**config.mk**
```make
export PLATFORM = sky130hd
export DESIGN_NAME = adma_data_mover
export DESIGN_NICKNAME = d
export VERILOG_FILES = /design/src/rtl/adma_data_mover.sv
export SDC_FILE = /design/constraint.sdc
export NUM_CORES = 1
export LEC_CHECK = 0
export BUFFER_PORTS_ARGS = -buffer_cell sky130_fd_sc_hd__buf_4
export CAP_MARGIN = 20
export CORE_ASPECT_RATIO = 0.6
export CORE_MARGIN = 2
export CORE_UTILIZATION = 40
export DETAILED_ROUTE_END_ITERATION = 10
export GPL_TIMING_DRIVEN = 1
export PLACE_DENSITY = 0.67
export SYNTH_ARGS = -nofsm -noshare
export SYNTH_HDL_FRONTEND = slang
export SYNTH_SLANG_ARGS = --single-unit
```
**constraint.sdc**
```tcl
create_clock -name clk -period 2.4 [get_ports clk]
set_input_delay 0.48 -clock clk [delete_from_list [all_inputs] [get_ports clk]]
set_output_delay 0.48 -clock clk [all_outputs]
set_load 0.1 [all_outputs]
```
**src/rtl/adma_data_mover.sv**
```systemverilog
// ---------------------------------------------------------------------------
// adma_data_mover
//   Data-phase responder for the ADMA descriptor engine. While Permiso_Transf
//   is high it moves DAT_LEN bytes between system memory (starting at DAT_ADR)
//   and the SD card data buffer, one 32-bit word per memory beat, and raises
//   transferencia_finalizada when the descriptor's data phase is complete.
//
//   Ports
//     clk, reset_n                    clock, asynchronous active-low reset
//     Permiso_Transf                  level request from the ADMA FSM
//     Data_Transfer_Direction_Select  1 = buffer->memory, 0 = memory->buffer
//     DAT_LEN / DAT_ADR               byte count (0 = 65536) / word-aligned start
//     transferencia_finalizada        done level, held until Permiso_Transf drops
//     xfer_error                      misalignment or bus timeout, valid with done
//     mem_req/we/addr/wdata/be        memory beat request, held until mem_ack
//     mem_rdata / mem_ack             memory read data / beat complete
//     buf_rd_valid/data, buf_rd_ready card->host buffer pop
//     buf_wr_valid/data, buf_wr_ready host->card buffer push
//
//   Build option
//     ADMA_MEM_TIMEOUT_EN  when defined, a mem_ack watchdog of TIMEOUT_CYC
//                          cycles ends the transfer with xfer_error set.
// ---------------------------------------------------------------------------
module adma_data_mover #(
   parameter int unsigned ADDR_W      = 64,
   parameter int unsigned LEN_W       = 16,
   parameter int unsigned TIMEOUT_CYC = 255
) (
   input  logic              clk,
   input  logic              reset_n,
   input  logic              Permiso_Transf,
   input  logic              Data_Transfer_Direction_Select,
   input  logic [LEN_W-1:0]  DAT_LEN,
   input  logic [ADDR_W-1:0] DAT_ADR,
   output logic              transferencia_finalizada,
   output logic              xfer_error,
   output logic              mem_req,
   output logic              mem_we,
   output logic [ADDR_W-1:0] mem_addr,
   output logic [31:0]       mem_wdata,
   output logic [3:0]        mem_be,
   input  logic [31:0]       mem_rdata,
   input  logic              mem_ack,
   input  logic              buf_rd_valid,
   input  logic [31:0]       buf_rd_data,
   output logic              buf_rd_ready,
   output logic              buf_wr_valid,
   output logic [31:0]       buf_wr_data,
   input  logic              buf_wr_ready
);

   typedef enum logic [2:0] {
      IDLE, LOAD, H2C_RD, H2C_PUSH, C2H_POP, C2H_WR, DONE
   } state_e;

   state_e            state_q, state_d;
   logic [ADDR_W-1:0] addr_q, addr_d;
   logic [LEN_W-1:0]  words_q, words_d;
   logic [1:0]        rem_q, rem_d;
   logic [31:0]       data_q, data_d;
   logic              err_q, err_d;
   logic              abort_q, abort_d;
   logic              in_mem;
   logic              tmo_hit;
   logic [LEN_W-1:0]  words_new;

   assign in_mem = (state_q == H2C_RD) || (state_q == C2H_WR);

   // ceil(len/4); a zero length encodes the full 2^LEN_W bytes.
   assign words_new = (DAT_LEN == '0) ? {2'b01, {(LEN_W-2){1'b0}}}
                    : {2'b00, DAT_LEN[LEN_W-1:2]} + {{(LEN_W-1){1'b0}}, |DAT_LEN[1:0]};

`ifdef ADMA_MEM_TIMEOUT_EN
   localparam int unsigned TW = $clog2(TIMEOUT_CYC + 1);
   logic [TW-1:0] tmo_q;

   // Counts cycles of an unacknowledged request; the hit fires on the
   // TIMEOUT_CYC-th such cycle so mem_req is high exactly TIMEOUT_CYC cycles.
   assign tmo_hit = in_mem && !mem_ack && (tmo_q == TW'(TIMEOUT_CYC - 1));

   always_ff @(posedge clk or negedge reset_n) begin
      if (!reset_n)                         tmo_q <= '0;
      else if (in_mem && !mem_ack && !tmo_hit) tmo_q <= tmo_q + 1'b1;
      else                                  tmo_q <= '0;
   end
`else
   assign tmo_hit = 1'b0;
   // The watchdog limit has no effect in this build.
   if (TIMEOUT_CYC == 0) begin : g_tmo_unused
   end
`endif

   always_ff @(posedge clk or negedge reset_n) begin
      if (!reset_n) begin
         state_q <= IDLE;
         addr_q  <= '0;
         words_q <= '0;
         rem_q   <= '0;
         data_q  <= '0;
         err_q   <= 1'b0;
         abort_q <= 1'b0;
      end else begin
         state_q <= state_d;
         addr_q  <= addr_d;
         words_q <= words_d;
         rem_q   <= rem_d;
         data_q  <= data_d;
         err_q   <= err_d;
         abort_q <= abort_d;
      end
   end

   always_comb begin
      state_d = state_q;
      addr_d  = addr_q;
      words_d = words_q;
      rem_d   = rem_q;
      data_d  = data_q;
      err_d   = err_q;
      abort_d = abort_q;
      unique case (state_q)
         IDLE: begin
            abort_d = 1'b0;
            if (Permiso_Transf) state_d = LOAD;
         end
         LOAD: begin
            abort_d = 1'b0;
            addr_d  = DAT_ADR;
            words_d = words_new;
            rem_d   = DAT_LEN[1:0];
            err_d   = (DAT_ADR[1:0] != 2'b00);
            if (!Permiso_Transf)                 state_d = IDLE;
            else if (DAT_ADR[1:0] != 2'b00)      state_d = DONE;
            else if (Data_Transfer_Direction_Select) state_d = C2H_POP;
            else                                 state_d = H2C_RD;
         end
         // A request in flight is never withdrawn on abort; the abort is
         // remembered and honoured once the beat is acknowledged.
         H2C_RD: begin
            if (!Permiso_Transf) abort_d = 1'b1;
            if (tmo_hit) begin
               err_d   = 1'b1;
               state_d = DONE;
            end else if (mem_ack) begin
               if (abort_q || !Permiso_Transf) state_d = IDLE;
               else begin
                  data_d  = mem_rdata;
                  state_d = H2C_PUSH;
               end
            end
         end
         H2C_PUSH: begin
            if (!Permiso_Transf) state_d = IDLE;
            else if (buf_wr_ready) begin
               addr_d  = addr_q + ADDR_W'(4);
               words_d = words_q - LEN_W'(1);
               state_d = (words_q == LEN_W'(1)) ? DONE : H2C_RD;
            end
         end
         C2H_POP: begin
            if (!Permiso_Transf) state_d = IDLE;
            else if (buf_rd_valid) begin
               data_d  = buf_rd_data;
               state_d = C2H_WR;
            end
         end
         C2H_WR: begin
            if (!Permiso_Transf) abort_d = 1'b1;
            if (tmo_hit) begin
               err_d   = 1'b1;
               state_d = DONE;
            end else if (mem_ack) begin
               addr_d  = addr_q + ADDR_W'(4);
               words_d = words_q - LEN_W'(1);
               if (abort_q || !Permiso_Transf) state_d = IDLE;
               else state_d = (words_q == LEN_W'(1)) ? DONE : C2H_POP;
            end
         end
         DONE: begin
            if (!Permiso_Transf) state_d = IDLE;
         end
         default: state_d = IDLE;
      endcase
   end

   // Outputs decode only registered state, so they are glitch-free beat to
   // beat and all drop together on an asynchronous reset.
   assign transferencia_finalizada = (state_q == DONE);
   assign xfer_error   = (state_q == DONE) && err_q;
   assign mem_req      = in_mem;
   assign mem_we       = (state_q == C2H_WR);
   assign mem_addr     = addr_q;
   assign mem_wdata    = data_q;
   assign buf_rd_ready = (state_q == C2H_POP);
   assign buf_wr_valid = (state_q == H2C_PUSH);
   assign buf_wr_data  = data_q;

   always_comb begin
      mem_be = '0;
      if (in_mem) begin
         mem_be = 4'b1111;
         if ((state_q == C2H_WR) && (words_q == LEN_W'(1))) begin
            unique case (rem_q)
               2'd1:    mem_be = 4'b0001;
               2'd2:    mem_be = 4'b0011;
               2'd3:    mem_be = 4'b0111;
               default: mem_be = 4'b1111;
            endcase
         end
      end
   end

endmodule
```
==> flow_summary.ini, run 1 <==
[routing]
wl_per_cell_um = 20.3
vias = 8944
drt-vias-per-instance = 5.87
drt_pre_antenna_iters = 6
drt_iter0_drc = 988
drc_errors = 0
drt-total-wl_um = 30900
ant_nets = 0

[cts]
htree_levels = 4
clock_sinks = 119
cts_tree = built
cts_buffers = 17
ctsLongestPathBuffers = 2
clock_latency_ps = 440
cts-root-buf = clkbuf_16
path_clk_slew_ps = 60

[floorplanning]
pin_count = 289
core_area_mm2 = 0.0199
die_y_um = 114
die-area_mm2 = 0.0213
num_rows = 40
die_w_um = 187
initial_core_util_pct = 40.5

[outcome]
status = finished, violations left
violations = setup timing

[worst_hold_path]
holdPathStages = 3
hold_class = input pin to flop

[worst_setup_path]
worstPathRequired_ps = 1920
cp_cell_sequence = or4_4 > or3_4 > nor3_4 > buf_12 > a21oi_4 > buf_12
end_kind = output port
crit_arrival_ps = 2270
path_class = flop to output port
setup.worst_path.start_class = flop
critPathMaxFanout = 3
crit_path_frequent_cell = buf_12
r2r_cells = 6
slowest_stage = or4_4
max_stage_delay_ps = 550

[yosys]
ys.flop_type = dfrtp_1
yosysWarnings = 0
syn_nets = 1125
muxShareOfSynthArea_pct = 4.85
synth_top_family_by_area = simple AND/OR/NAND/NOR gates
synth-xor-area-share_pct = 1.41
synth_async_sr_flop_share_pct = 100
netlist_area_mm2 = 0.00805
synth_cells = 967
avgSynthCellArea_um2 = 8.32
synth_simple_gate_area_share_pct = 28.0
synth.distinct_cells = 73
synth-seq-area-share_pct = 37.0
synth_adder_area_share_pct = 1.09
synth_seq_cells = 119
synth_edf_count = 0
synth_compound_area_share_pct = 20.4

[layout]
finish.instance_area_mm2 = 0.0116
n_antenna_cell = 0
final_net_count = 1396
drive_gt1_share_pct = 37.8
final_cells = 1524
synthToLayoutAreaGrowth_pct = 44.3

[grt]
grt_pass1_vias = 8185
grt-ovfl-total = 0
grt_max_degree = 89
antenna_found_initial = 0
grt_pass1_wl_um = 48000
grt.total_usage_pct = 28.7

[sta]
final.setup.tns_ps = -1030
finClkSkew_ps = 14.8
final_hold_viol_count = 0
maxSlewHeadroom_pct = 56.5
timing.final.ws_setup_ps = -348
period_minus_slack_ps = 2750
slew_violations = 0
grt_setup_unrepaired = true
worst_pin_slew_ps = 647
hold_ws_ps = 266
setup_viol = 3
fin_crit_sh_pct = 114
fmax_ghz = 0.364

[placement]
gp_congestion = 0.935
place_area_mm2 = 0.0109
dpl.hpwl_um = 22800
portBuffers = 288
place_inst = 1486

[run]
max-cap-violations = 0
[cell type report]
class,count,area (µm²)
inverters,22,90.1
clock buffers,18,429
clock inverters,14,176
multi-input cells,730,4700
flip-flops and latches,119,3100
well taps,273,342
fillers,1790,8260
repair buffers,348,2780
[worst max-delay path, delay by kind of cell, from the launching register on]
kind	cells	cell delay, ps
simple gates	3	1070
compound gates	1	60
buf+inv	2	310
flops	1	390
[placed cells by master, fill, tap and decap left out, types with 6 or more instances in the layout]
master,n
mux2i_1,39
dfrtp_4,25
nor2_1,57
nand3_1,40
and2_1,6
and3_1,25
dfrtp_2,24
dfrtp_1,70
or4_1,9
xor2_1,7
o22ai_1,16
or4_4,6
nand4_1,45
nand2_1,108
clkbuf_16,17
nand2b_1,6
nor3_1,28
nor4_1,29
a22oi_1,18
or2_2,6
o22a_1,6
ha_1,6
a21oi_1,42
inv_1,19
o21ai_0,78
and4_1,15
buf_4,334
a31oi_1,8
buf_12,13
xnor2_1,6
a2bb2oi_1,7
o211ai_1,11
[cell families (layout without fill, tap and decap cells)]
kind of cell | count (synthesis) | in the layout
buffers and inverters | 118 | 402
DFF | 119 | 119
and+or+nand+nor | 419 | 419
xor gates and xnor gates | 13 | 13
AOI/OAI and AO/OA | 252 | 252
muxes | 39 | 39
adders and majority gates | 7 | 7
[stage by stage]
stage	setup WS [ps]	util [%]
2_1_floorplan	-588	-
3_3_place_gp	18.6	54.8
3_5_place_dp	11.9	54.8
4_1_cts	-332	58.3
5_1_grt	-401	58.4
6_report	-348	58.4
[synth_stat cells (7+ instances only)]
library cell    n  area, µm²
nor3_1         29        145
nor4_1         29        181
mux2i_1        39        390
and4_1         15        131
o21ai_0        78        390
ha_1            7       87.6
a21oi_1        45        225
inv_1          22       82.6
o22ai_1        16        100
and2_1          8       50.1
a31oi_1         8       50.1
buf_4          33        248
clkbuf_1       51        191
nand2_1       110        413
nor2_1         60        225
dfrtp_1       119       2980
o211ai_1       11       82.6
xor2_1          7       61.3
a22oi_1        18        135
nand3_1        42        210
nand4_1        45        282
a2bb2oi_1       7       61.3
or4_1          11       82.6
and3_1         25        156
[registers in the layout, summed over array words and instances, names as in the netlist]
signal       cells
mem_addr        64
abort_q          1
buf_wr_data     32
err_q            1
state_q          3
rem_q            2
words_q         16
[worst paths after layout]
| kind | start | to | slack [ps] |
|---|---|---|---|
| worst max-delay path | words_q[6]$_DFFE_PN0P_ | mem_be[1] | -350 |
| worst min-delay path | DAT_LEN[0] | rem_q[0]$_DFFE_PN0N_ | 270 |
| worst max register to register | mem_addr[37]$_DFFE_PN0P_ | mem_addr[46]$_DFFE_PN0P_ | 80 |
| worst min register to register | mem_addr[0]$_DFFE_PN0P_ | mem_addr[0]$_DFFE_PN0P_ | 480 |
| max in group asynchronous | reset_n | mem_addr[4]$_DFFE_PN0P_ | 1380 |
| min in group asynchronous | reset_n | mem_addr[51]$_DFFE_PN0P_ | 470 |
[routing by layer]
| layer | GRT usage [%] | share of wire (%) |
|---|---|---|
| met5 | 0 | 0 |
| met4 | 4.71 | 0.73 |
| met3 | 7.42 | 9.1 |
| met2 | 39.4 | 42 |
| met1 | 45.1 | 48 |
[timing repair]
action	in CTS	in global routing
hold buffers	1	0
hold endpoints to repair	11	0
buffers inserted	3	2
endpoints found under the setup margin	5	13
resized for setup	10	5
pin swaps	2	2
Power of run 1 is not shown: default switching activity piles up to over one toggle a cycle in this logic, so the estimate is an artifact.
==> run 2: changes to the inputs <==
- CELL_PAD_IN_SITES_DETAIL_PLACEMENT: unset -> 1
- CELL_PAD_IN_SITES_GLOBAL_PLACEMENT: unset -> 1
- CORE_UTILIZATION: 40 -> 37
- CTS_CLUSTER_SIZE: unset -> 24
- PLACE_DENSITY: 0.67 -> unset
- PLACE_DENSITY_LB_ADDON: unset -> 0.1
==> run 2 against run 1 <==
Compared with the run above:
- the flow finishes with violations (DRC, setup timing)
- critical path depth is the same
- final area is 2.0% higher
- sequential share of layout area down 0.51 points
- utilization fell by 2.6 points
- register-to-register slack hardly changed
- global-route usage up 1.1 points
- sequential cell count stayed put
- count of clock-buffer cells in the layout increased by 5
- final cell count increased by 1.7%
- worst setup slack worse by 110 ps
- via count grew 3.0%
- fmax shrank 4.0%
- highest routed layer unchanged
==> flow_summary.ini, run 2 (synthesis gave the netlist of run 1 again) <==
[sta]
setup_viol = 3
timing.final.ws_setup_ps = -461
worst_pin_slew_ps = 705
maxSlewHeadroom_pct = 52.6
slew_violations = 0
finClkSkew_ps = 11.1
grt_setup_unrepaired = true
hold_ws_ps = 4.76
fin_crit_sh_pct = 119
final_hold_viol_count = 0
fmax_ghz = 0.349
period_minus_slack_ps = 2860
final.setup.tns_ps = -1370

[routing]
drc_errors = 14
drt_pre_antenna_iters = 9
vias = 9212
drt-total-wl_um = 34000
ant_nets = 0
drt_iter0_drc = 834
wl_per_cell_um = 21.9
drt-vias-per-instance = 5.94

[cts]
cts_buffers = 17
path_clk_slew_ps = 50
ctsLongestPathBuffers = 2
htree_levels = 4
ctsHoldBuffers = 0
clock_sinks = 119
cts-root-buf = clkbuf_16
cts_tree = built
clock_latency_ps = 430

[layout]
largest_register_ffs = 64
synthToLayoutAreaGrowth_pct = 47.1
n_antenna_cell = 0
final_cells = 1550
final_cell_mix = buf_4, nand2_1, o21ai_0
finish.instance_area_mm2 = 0.0118
final_net_count = 1416
layout_commonest_cell = buf_4
drive_gt1_share_pct = 39.0

[worst_setup_path]
cp_cell_sequence = or4_4 > or3_4 > nor3_4 > buf_12 > a21oi_4 > buf_12
r2r_cells = 6
setup.worst_path.start_class = flop
slowest_stage = or4_4
critPathMaxFanout = 3
path_delay_family = simple AND/OR/NAND/NOR gates
crit_path_frequent_cell = buf_12
crit_arrival_ps = 2380
path_buf_inv = 2
path_class = flop to output port
worstPathRequired_ps = 1920
rrSetupSlack_ps = 70
end_kind = output port
reg2reg_to = mem_addr[36]$_DFFE_PN0P_
r2r_start = mem_addr[2]$_DFFE_PN0P_
max_stage_delay_ps = 560

[grt]
grt.total_usage_pct = 29.9
grt_pass1_vias = 9142
grt_max_degree = 65
grt-ovfl-total = 0
grt_pass1_wl_um = 54000
antenna_found_initial = 0

[placement]
place_area_mm2 = 0.0111
gp_congestion = 0.917
place_inst = 1514
dpl.hpwl_um = 25900
portBuffers = 288

[outcome]
status = finished, violations left
violations = DRC, setup timing

[floorplanning]
core_area_mm2 = 0.0212
die_y_um = 118
num_rows = 41
die-area_mm2 = 0.0230
initial_core_util_pct = 38.0
pin_count = 289
die_w_um = 194

[worst_hold_path]
hold_class = input pin to async pin

[run]
max-cap-violations = 0
run 2: cell count changes in the layout (fill, tap and decap cells not counted), sizes merged:
cell         change
bufinv           +2
buf             +21
clkinv           -4
clkbuf           +5
dlygate4sd3      -1
clkinvlp         -1
inv              -2
run 2: cell type report:
class | instances | area, µm²
clock buffer | 23 | 468
clock inverter | 9 | 173
tap | 279 | 349
fill | 2507 | 9350
sequential | 119 | 3100
inverter | 22 | 90.1
timing repair buffer | 368 | 2950
multi-input combinational | 730 | 4710
run 2: worst max path at each step:
stage | startpoint | to | slack, ps | cells after the start
global placement | words_q[6]$_DFFE_PN0P_ | mem_be[3] | -20 | 6
CTS | words_q[6]$_DFFE_PN0P_ | mem_be[1] | -480 | 6
global route | words_q[6]$_DFFE_PN0P_ | mem_be[1] | -500 | 6
finish | words_q[6]$_DFFE_PN0P_ | mem_be[1] | -460 | 6
floorplan | state_q[0]$_DFFE_PN0P_ | mem_be[0] | -590 | 7
detailed placement | words_q[6]$_DFFE_PN0P_ | mem_be[1] | -80 | 6
run 2: worst register-to-register path, delay by kind of cell (launching register included):
family                     cells  cell delay (ps)
adders and majority gates      1              170
and+or+nand+nor                5             1570
DFF                            1              470
run 2: timing repair:
action	CTS	global route
pin swaps	2	2
endpoints found under the setup margin	6	14
buffers inserted	0	4
resized for setup	12	10
run 2: metal layers:
layer | track usage, % | routed length [µm] | share of wire, %
met1 | 43.9 | 15800 | 46
met2 | 44.0 | 14900 | 44
met3 | 7.19 | 2850 | 8.4
met4 | 6.73 | 475 | 1.4
met5 | 0 | 0 | 0
run 2: through the flow:
stage | util (%) | setup WS, ps
6_report | 55.9 | -461
5_1_grt | 55.9 | -500
3_3_place_gp | 52.2 | -19.8
4_1_cts | 55.5 | -477
2_1_floorplan | - | -588
3_5_place_dp | 52.2 | -80.1
Power of run 2 is left out for the same reason.
